File: src/rtl/sarray_skew_feeder.sv
// Skew/deskew delay network feeding one systolic-array edge: each lane delays its element plus TMMA metadata
// by a lane-dependent number of advance cycles. Define SARRAY_SKEW_DESKEW_EN to enable reverse (deskew) taps.
module sarray_skew_feeder #(
  parameter int LANES  = 4,
  parameter int DATA_W = 32,
  parameter int CNT_W  = 8,
  parameter int PREC_W = 2
) (
  input  logic                      clk,
  input  logic                      rst_n,
  input  logic                      in_valid_i,
  output logic                      in_ready_o,
  input  logic [LANES*DATA_W-1:0]   in_data_i,
  input  logic [CNT_W-1:0]          in_cnt_i,
  input  logic                      in_type_i,
  input  logic [PREC_W-1:0]         in_prec_i,
  input  logic                      in_acc_i,
  input  logic                      advance_i,
  input  logic                      flush_i,
  input  logic                      mode_i,
  output logic                      busy_o,
  output logic [LANES-1:0]          out_valid_o,
  output logic [LANES*DATA_W-1:0]   out_data_o,
  output logic [LANES*CNT_W-1:0]    out_cnt_o,
  output logic [LANES-1:0]          out_type_o,
  output logic [LANES*PREC_W-1:0]   out_prec_o,
  output logic [LANES-1:0]          out_acc_o
);

  localparam int ELEM_W   = DATA_W + CNT_W + PREC_W + 2;
  localparam int CNT_BITS = $clog2(LANES + 1);

  logic                accept;
  logic                deep_vld;
  logic                mode_d, mode_q;
  logic [CNT_BITS-1:0] cnt_d, cnt_q;
  logic [LANES-1:0]    tap_vld;
  logic [ELEM_W-1:0]   tap_elem [LANES];

  assign in_ready_o = advance_i & ~flush_i;
  assign accept     = in_valid_i & in_ready_o;
  assign busy_o     = (cnt_q != '0);

  // The deepest lane's tap is the last copy of a beat to leave the network.
  assign deep_vld = mode_q ? tap_vld[0] : tap_vld[LANES-1];

  always_comb begin
    cnt_d = cnt_q;
    if (flush_i) begin
      cnt_d = '0;
    end else if (accept && !(advance_i && deep_vld)) begin
      cnt_d = cnt_q + CNT_BITS'(1);
    end else if (!accept && advance_i && deep_vld) begin
      cnt_d = cnt_q - CNT_BITS'(1);
    end
  end

`ifdef SARRAY_SKEW_DESKEW_EN
  // Direction may only change once the network is empty.
  always_comb begin
    mode_d = mode_q;
    if ((cnt_q == '0) && !accept) begin
      mode_d = mode_i;
    end
  end
`else
  logic mode_unused;
  assign mode_unused = mode_i;
  assign mode_d      = 1'b0;
`endif

  always_ff @(posedge clk or negedge rst_n) begin
    if (!rst_n) begin
      cnt_q  <= '0;
      mode_q <= 1'b0;
    end else begin
      cnt_q  <= cnt_d;
      mode_q <= mode_d;
    end
  end

  for (genvar l = 0; l < LANES; l++) begin : g_lane
`ifdef SARRAY_SKEW_DESKEW_EN
    // Only as deep as the furthest of this lane's two taps.
    localparam int DEPTH = ((l > (LANES - 1 - l)) ? l : (LANES - 1 - l)) + 1;
`else
    localparam int DEPTH = l + 1;
`endif
    localparam int VW = DEPTH * ELEM_W;

    logic [DEPTH-1:0]  vld_d, vld_q;
    logic [VW-1:0]     elem_d, elem_q;
    logic [ELEM_W-1:0] in_elem;

    assign in_elem = {in_acc_i, in_prec_i, in_type_i, in_cnt_i, in_data_i[l*DATA_W +: DATA_W]};

    always_comb begin
      vld_d  = vld_q;
      elem_d = elem_q;
      if (flush_i) begin
        vld_d = '0;
      end else if (advance_i) begin
        vld_d  = (vld_q << 1) | DEPTH'(accept);
        elem_d = (elem_q << ELEM_W) | VW'(in_elem);
      end
    end

    always_ff @(posedge clk or negedge rst_n) begin
      if (!rst_n) begin
        vld_q  <= '0;
        elem_q <= '0;
      end else begin
        vld_q  <= vld_d;
        elem_q <= elem_d;
      end
    end

`ifdef SARRAY_SKEW_DESKEW_EN
    assign tap_vld[l]  = mode_q ? vld_q[LANES-1-l] : vld_q[l];
    assign tap_elem[l] = mode_q ? elem_q[(LANES-1-l)*ELEM_W +: ELEM_W] : elem_q[l*ELEM_W +: ELEM_W];
`else
    assign tap_vld[l]  = vld_q[l];
    assign tap_elem[l] = elem_q[l*ELEM_W +: ELEM_W];
`endif
  end

  always_comb begin
    out_valid_o = tap_vld;
    out_data_o  = '0;
    out_cnt_o   = '0;
    out_type_o  = '0;
    out_prec_o  = '0;
    out_acc_o   = '0;
    for (int l = 0; l < LANES; l++) begin
      out_data_o[l*DATA_W +: DATA_W] = tap_elem[l][DATA_W-1:0];
      out_cnt_o[l*CNT_W +: CNT_W]    = tap_elem[l][DATA_W +: CNT_W];
      out_type_o[l]                  = tap_elem[l][DATA_W+CNT_W];
      out_prec_o[l*PREC_W +: PREC_W] = tap_elem[l][DATA_W+CNT_W+1 +: PREC_W];
      out_acc_o[l]                   = tap_elem[l][ELEM_W-1];
    end
  end

endmodule

File: config.mk
export PLATFORM = sky130hd
export DESIGN_NAME = sarray_skew_feeder
export DESIGN_NICKNAME = d
export VERILOG_FILES = /design/src/rtl/sarray_skew_feeder.sv
export SDC_FILE = /design/constraint.sdc
export NUM_CORES = 1
export LEC_CHECK = 0
export CAP_MARGIN = 40
export CORE_MARGIN = 1
export CORE_UTILIZATION = 40
export CTS_BUF_LIST = sky130_fd_sc_hd__clkbuf_2
export DETAILED_ROUTE_END_ITERATION = 16
export PLACE_DENSITY_LB_ADDON = 0.2
export SYNTH_ARGS = -nofsm -noshare
export SYNTH_HDL_FRONTEND = slang
export SYNTH_SLANG_ARGS = --single-unit
File: constraint.sdc
create_clock -name clk -period 2.35 [get_ports clk]
set_input_delay 0.705 -clock clk [delete_from_list [all_inputs] [get_ports clk]]
set_output_delay 0.705 -clock clk [all_outputs]
set_load 0.005 [all_outputs]
# Yosys cells after proc, flatten, opt, wreduce, memory -nomap -nowiden
# Cells that the tools add are included.
dict set report op_classes {
  addsub 2
  muxes 11
  bitwise 9
  n_reduce_logical 10
}
# op n
set ops {}
lappend ops {{$or A176 B44 Y176} 1}
lappend ops {{$or A132 B44 Y132} 1}
lappend ops {{$or A88 B44 Y88} 1}
lappend ops {{$mux W3} 5}
lappend ops {{$mux W4} 2}
lappend ops {{$reduce_bool A3 Y1} 2}
lappend ops {{$logic_and A1 B1 Y1} 4}
lappend ops {{$mux W2} 2}
lappend ops {{$or A4 B1 Y4} 1}
lappend ops {{$add A3 B1 Y3 const B} 1}
lappend ops {{$or A3 B1 Y3} 1}
lappend ops {{$sub A3 B1 Y3 const B} 1}
lappend ops {{$and A1 B1 Y1} 2}
lappend ops {{$logic_not A1 Y1} 2}
lappend ops {{$mux W1} 2}
lappend ops {{$or A2 B1 Y2} 1}
lappend ops {{$reduce_and A2 Y1} 1}
lappend ops {{$reduce_bool A2 Y1} 1}
lappend ops {{$not A1 Y1} 1}
dict set report word_totals {
  regBits 453
  inputBits 146
  out_inout_bits 182
  elab_cells 41
}

# Longest topological paths before layout
# Gate-level depths: netlist of the first run.
dict set report depth {
  ltp_word 9
  ltp_mapped 9
  mapped_depth_nobuf 6
}

# Worst setup path before layout of the first run
# Ideal clock, no wire load.
dict set report synth_path {
  path_kind {input to register}
  startpoint {in advance_i}
  endpoint {reg cnt_q[2]}
  setup_ps 128
  t_arrival_ps 2408
  required_ps 2222
  setup_slack_ps -186
  path_stages 9
  n_path_buf 3
  cell_sequence {buf_4 nand2b_1 buf_6 clkbuf_1 nor2_1 fa_1 nand2b_1 o22ai_1 mux2_1}
}
dict set report synth_between {
  elab_chain_cells 6
  elab_cells_between_ends 11
  cone_classes {mux (2); bitwise (2); reduce/logical (7)}
}
# item line
set synth_lines {}
lappend synth_lines {{start, declared} 18} ;# input logic advance_i,
lappend synth_lines {{$and A1 B1 Y1} 40} ;# assign in_ready_o = advance_i & ~flush_i;
lappend synth_lines {{$and A1 B1 Y1} 41} ;# assign accept = in_valid_i & in_ready_o;
lappend synth_lines {{$logic_not A1 Y1} 53} ;# end else if (!accept && advance_i && deep_vld) begin
lappend synth_lines {{$logic_and A1 B1 Y1 (2 in a row)} 53}
lappend synth_lines {{$reduce_bool A3 Y1 (no line)} --}
lappend synth_lines {{end signal, assigned} 77} ;# cnt_q <= cnt_d;
lappend synth_lines {{end, declared} 36} ;# logic [CNT_BITS-1:0] cnt_d, cnt_q;
# Parallel ways exist; a longest one is shown, timed or not.
# A chain may end at the register's enable or synchronous reset.

# Worst setup path after layout of the first run
dict set report layout_path {
  startpoint {reg cnt_q[1]}
  endpoint {out busy_o}
}
dict set report layout_between {
  elab_chain_cells 1
}
# item line
set layout_lines {}
lappend layout_lines {{$reduce_bool A3 Y1} 42} ;# assign busy_o = (cnt_q != '0);
lappend layout_lines {{end, declared} 21} ;# output logic busy_o,
# No other way between the ends.

==> results.yml, run 1 <==
routing:
  vias: 11400
  firstDrtPassIters: 10
  drtIter0Drc: 519
  drc: 2
  final_antenna_net_count: 0
  wl_per_cell_microns: 13.2
  detail_route.wirelength_microns: 34800
  via_per_inst: 4.35
power_and_ir_drop:
  finalPower_mw: 14.9
  vdd_drop_max_uv: 353
  p_leak_nw: 10.7
  power_density_nw_per_um2: 797
placement:
  hpwl_microns: 21000
  dpl_cell_area_sq_um: 18000
  port_buffers: 326
  place.gp.congestion: 0.750
worst_setup_path:
  startpoint: "cnt_q[1]"
  critPathKind: "flop to primary output"
  cp.required_ns: 1.64
  cp_max_fo: 2
  crit_arrival_ns: 1.84
  r2r_start: "g_lane[3].vld_q[3]"
  critPathLaunchType: "flop"
  end_kind: "primary output"
clocking:
  cts_tree: "built"
  clkSlewWorstSetupHoldPaths_ns: 0.11
  insertion_delay_ns: 0.95
  cts_made_buffers: 99
  htreeDepth: 3
  cts-root-buf: "clkbuf_2"
  clock_sinks: 375
  cts_buffer_depth: 3
cells_and_area:
  fin_nets: 2197
  final_area_sq_um: 18700
  final_cell_mix: "nand2_1, dfrtp_1, buf_2, clkbuf_2, clkdlybuf4s50_1"
  area_growth_pct: 20.7
  final_common_cell: "nand2_1"
  layout-drive-gt1-share_pct: 21.6
  n_fill_cell: 3772
timing:
  maxSlewHeadroom_pct: 47.7
  worstMarginPinSlew_ns: 0.785
  period_share_pct: 108
  hold_viol_final: 0
  drv_slew: 0
  setup_viol: 1
  max_freq_ghz: 0.393
  rsz0062_at_grt: "yes"
  holdWs_ns: 0.185
  fin_ws_ns: -0.193
  fin_skew_ns: 0.0449
  period_needed_ns: 2.54
run:
  maxCapViolCount: 0
global_route:
  grt_max_degree: 165
  gr-usage-all-layers_pct: 18.0
  antenna_found_initial: 3
  grt_remaining_overflow: 0
  grt_pass1_wl_microns: 56600
  grt_pass1_vias: 11200
min_path:
  worst_hold_path_type: "input pin to async pin"
yosys:
  synth-seq-cells: 375
  synth_cell_types: 18
  synth_area_per_cell_sq_um: 8.90
  synthCells: 1738
  yosys_warnings: 0
  async_flop_share_pct: 100
  synth_edf_count: 0
  synth_nets: 1885
  syn_area_sq_um: 15500
  seq_area_frac_synth_pct: 60.7
  synthFlopType: "dfrtp_1"
die:
  io_pins: 328
  core-area_sq_um: 37800
  dieArea_sq_um: 39500
  core.rowCount: 71
  die_w_microns: 199
  initial_utilization_pct: 40.9
  die_h_microns: 199
status:
  violations: "DRC, setup timing"
  status: "finished, violations left"
-- metrics by stage --
stage               TNS, ns  worst slack [ns]  std cells  utilization, %
global placement     -17.43            -0.350       2374            47.6
global route          -3.63            -0.410       2630            49.3
detailed placement   -19.96            -0.355       2374            47.6
finish               -0.193            -0.193       2630            49.3
CTS                   -1.25            -0.362       2609            48.9
floorplan                 0           0.00775       1738               -
-- layout make-up --
type	instances	area, sq um	share of cell area, %
antenna	4	10.0	0.0536
clock buffer	148	741	3.97
clock inverter	18	100	0.536
inverter	3	23.8	0.127
multi-input combinational	1131	4340	23.2
sequential	375	9390	50.3
tap	511	639	3.42
timing repair buffer	440	3430	18.4
-- cell usage after synthesis, types with 2 or more instances --
master | instances | area (sq um)
nand2_1 | 1105 | 4150
dfrtp_1 | 375 | 9380
buf_4 | 152 | 1140
buf_2 | 38 | 190
buf_6 | 35 | 394
nor2_1 | 10 | 37.5
clkbuf_1 | 4 | 15.0
mux2i_1 | 4 | 40.0
nand2b_1 | 4 | 25.0
inv_1 | 2 | 7.51
mux2_2 | 2 | 22.5
-- worst max-delay path: stages (launching register included) --
cell and delay, ns:
dfrtp_1 0.39, or3_1 0.35, buf_2 0.15
-- power breakdown --
| part | internal, mW | switching, mW | leakage (nW) |
|---|---|---|---|
| logic | 1.30 | 1.32 | 5.30 |
| clock network | 1.76 | 2.58 | 0.664 |
| registers | 7.43 | 0.505 | 4.77 |
-- flip-flops by register name (all words and copies together), names as in the netlist --
signal / flops
g_lane.elem_q: 368
g_lane.vld_q: 4
cnt_q: 3
-- routing by layer --
| layer | track usage, % | vias up | part of all wire (%) |
|---|---|---|---|
| li1 | - | 5768 | - |
| met1 | 23.3 | 5285 | 45 |
| met2 | 27.2 | 313 | 45 |
| met3 | 6.34 | 68 | 7.5 |
| met4 | 7.83 | 0 | 2.3 |
| met5 | 0 | - | 0 |
-- final timing paths --
path / end / slack (ns) / depth (start not counted)
max: busy_o / -0.19 / 2
max in group asynchronous: g_lane[0].elem_q[23] / 1.42 / 3
min in group clk: g_lane[2].elem_q[22] / 0.26 / 3
min: g_lane[2].elem_q[22] / 0.18 / 2
min reg2reg: g_lane[3].elem_q[92] / 0.44 / 2
max reg2reg: cnt_q[2] / 0.59 / 7
-- timing repair --
item | in CTS | in global routing
pin swaps | 0 | 0
hold buffers | 1 | 0
gates resized for setup | 739 | 4
buffers inserted | 68 | 17
setup endpoints to repair | 182 | 65
hold endpoints to repair | 335 | 0
-- logic make-up after synthesis --
kind of cell	count (synthesis)	share of synthesized area, %
buffers and inverters	232	11.4
AOI/OAI and AO/OA	2	0.0890
and+or+nand+nor	1121	27.3
DFF	375	60.7
adders and majority gates	1	0.129
muxes	7	0.477
No activity file was read; power rests on OpenSTA's default activity.
==> run 2, diff against run 1 <==
--- a/config.mk
+++ b/config.mk
@@ -7,7 +7,7 @@
 export LEC_CHECK = 0
 export CAP_MARGIN = 40
 export CORE_MARGIN = 1
-export CORE_UTILIZATION = 40
+export CORE_UTILIZATION = 50
 export CTS_BUF_LIST = sky130_fd_sc_hd__clkbuf_2
 export DETAILED_ROUTE_END_ITERATION = 16
 export PLACE_DENSITY_LB_ADDON = 0.2
==> run 2 against run 1 <==
Against the previous run: the flow finishes with violations (setup timing); routed wire length is 4.8% lower; via count decreased by 0.30%; critical path depth unchanged; clock-buffer cell count decreased by 9; maximum frequency is 2.3% higher; critical path type unchanged; critical endpoint unchanged.
==> results.yml, run 2 (synthesis gave the netlist of run 1 again) <==
status:
  status: "finished, violations left"
  violations: "setup timing"
timing:
  period_share_pct: 106
  fin_skew_ns: 0.0782
  rsz0062_at_grt: "yes"
  worstMarginPinSlew_ns: 0.791
  drv_slew: 0
  hold_viol_final: 0
  holdWs_ns: 0.320
  fin_ws_ns: -0.135
  max_freq_ghz: 0.402
  period_needed_ns: 2.49
  setup_viol: 1
  maxSlewHeadroom_pct: 47.3
power_and_ir_drop:
  vdd_drop_max_uv: 478
  netSwitchingFraction_pct: 28.6
  finalPower_mw: 15.0
  p_int_mw: 10.7
  p_seq_share_pct: 52.9
  p_comb_share_pct: 17.9
  power_density_nw_per_um2: 786
  p_clk_share_pct: 29.2
  p_sw_mw: 4.29
  p_leak_nw: 10.8
global_route:
  grt_remaining_overflow: 0
  grt_max_degree: 176
  grt_pass1_vias: 11300
  gr-usage-all-layers_pct: 21.6
  antenna_found_initial: 3
  grt_pass1_wl_microns: 54800
routing:
  final_antenna_net_count: 0
  detail_route.wirelength_microns: 33200
  drc: 0
  vias: 11400
  firstDrtPassIters: 4
  wl_per_cell_microns: 13.3
  drtIter0Drc: 696
  via_per_inst: 4.59
clocking:
  clkSlewWorstSetupHoldPaths_ns: 0.10
  htreeDepth: 3
  cts_made_buffers: 94
  cts_tree: "built"
  insertion_delay_ns: 0.88
  clock_sinks: 375
  cts-root-buf: "clkbuf_2"
  cts_buffer_depth: 3
cells_and_area:
  fin_util_pct: 62.6
  multiInputGateArea_sq_um: 4350
  final_common_cell: "nand2_1"
  final_cell_mix: "nand2_1, dfrtp_1, clkdlybuf4s50_1, clkbuf_2, dlygate4sd2_1"
  layout-drive-gt1-share_pct: 12.0
  largest_reg_flops: 368
  register_area_sq_um: 9380
  final_area_sq_um: 19100
  top_register: "g_lane.elem_q"
  n_fill_cell: 2722
  fin_nets: 2172
  area_growth_pct: 23.4
  layout_top_registers: "g_lane.elem_q: 368 flops, g_lane.vld_q: 4 flops, cnt_q: 3 flops"
run:
  maxCapViolCount: 0
placement:
  hpwl_microns: 20500
  dp_slack_ns: -0.277
  place.gp.congestion: 0.802
  dpl_cell_area_sq_um: 17800
  port_buffers: 326
worst_setup_path:
  cp_max_fo: 2
  r2r-end: "cnt_q[2]"
  cp.required_ns: 1.64
  critPathLaunchType: "flop"
  end_kind: "primary output"
  critPathKind: "flop to primary output"
  regToRegSetupSlack_ns: 0.54
  crit_arrival_ns: 1.78
  r2r_start: "g_lane[3].vld_q[3]"
  reg2reg_depth: 7
die:
  core-area_sq_um: 30500
  die_w_microns: 178
  core.rowCount: 64
  dieArea_sq_um: 31700
  die_h_microns: 178
  initial_utilization_pct: 50.7
  io_pins: 328
min_path:
  worst_hold_path_type: "input pin to flop"
  hold_depth: 3
  hold_end: "g_lane[3].vld_q[2]"
  min_from: "flush_i"
run 2: worst max path at each step:
stage | startpoint | end | slack [ns] | cells past startpoint
after global routing | cnt_q[1] | busy_o | -0.26 | 2
after global placement | advance_i | in_ready_o | -0.27 | 4
after detailed placement | advance_i | in_ready_o | -0.28 | 4
final | cnt_q[1] | busy_o | -0.14 | 2
after CTS | cnt_q[1] | busy_o | -0.26 | 2
after floorplan | advance_i | cnt_q[2] | 0.008 | 9
run 2: area by class of cell:
class                           instances  area share [%]
Sequential cell                       375            49.2
Multi-Input combinational cell       1131            22.8
Timing Repair Buffer                  420            20.8
Clock buffer                          139            3.64
Tap cell                              396            2.60
Clock inverter                         20           0.846
Inverter                                3           0.125
Antenna cell                            2          0.0262
run 2: power by group through the flow:
stage	sequential, mW	clock (mW)	combinational, mW
after global placement	8.06	0	2.66
after detailed placement	8.10	0	2.73
final	7.93	4.39	2.69
after global routing	8.07	4.92	3.05
after CTS	7.93	4.60	2.62
after floorplan	7.97	0	1.69
run 2: timing repair:
| action | CTS | global route |
|---|---|---|
| resized for setup | 239 | 42 |
| hold buffers | 1 | 0 |
| cloned | 0 | 0 |
| endpoints found under the hold margin | 40 | 0 |
| buffers inserted | 48 | 20 |
| pin swaps | 1 | 0 |
| endpoints found under the setup margin | 182 | 49 |
run 2: metal layers:
layer  up-vias  share of wire, %  GRT usage [%]
li1       5695                 -              -
met1      5320                43           27.5
met2       319                47           34.6
met3        64               7.8           6.68
met4         2               2.3           8.16
met5         -             0.051              0
run 2: critical path, cell delays in order (launching register included):
cell and delay (ns):
dfrtp_1 0.41, or3_4 0.38, buf_6 0.13
run 2: per-stage QoR:
stage | instances | setup TNS [ns]
after CTS | 2464 | -0.259
after floorplan | 1738 | 0
after global placement | 2255 | -34.86
final | 2486 | -0.135
after detailed placement | 2256 | -27.87
after global routing | 2486 | -0.267
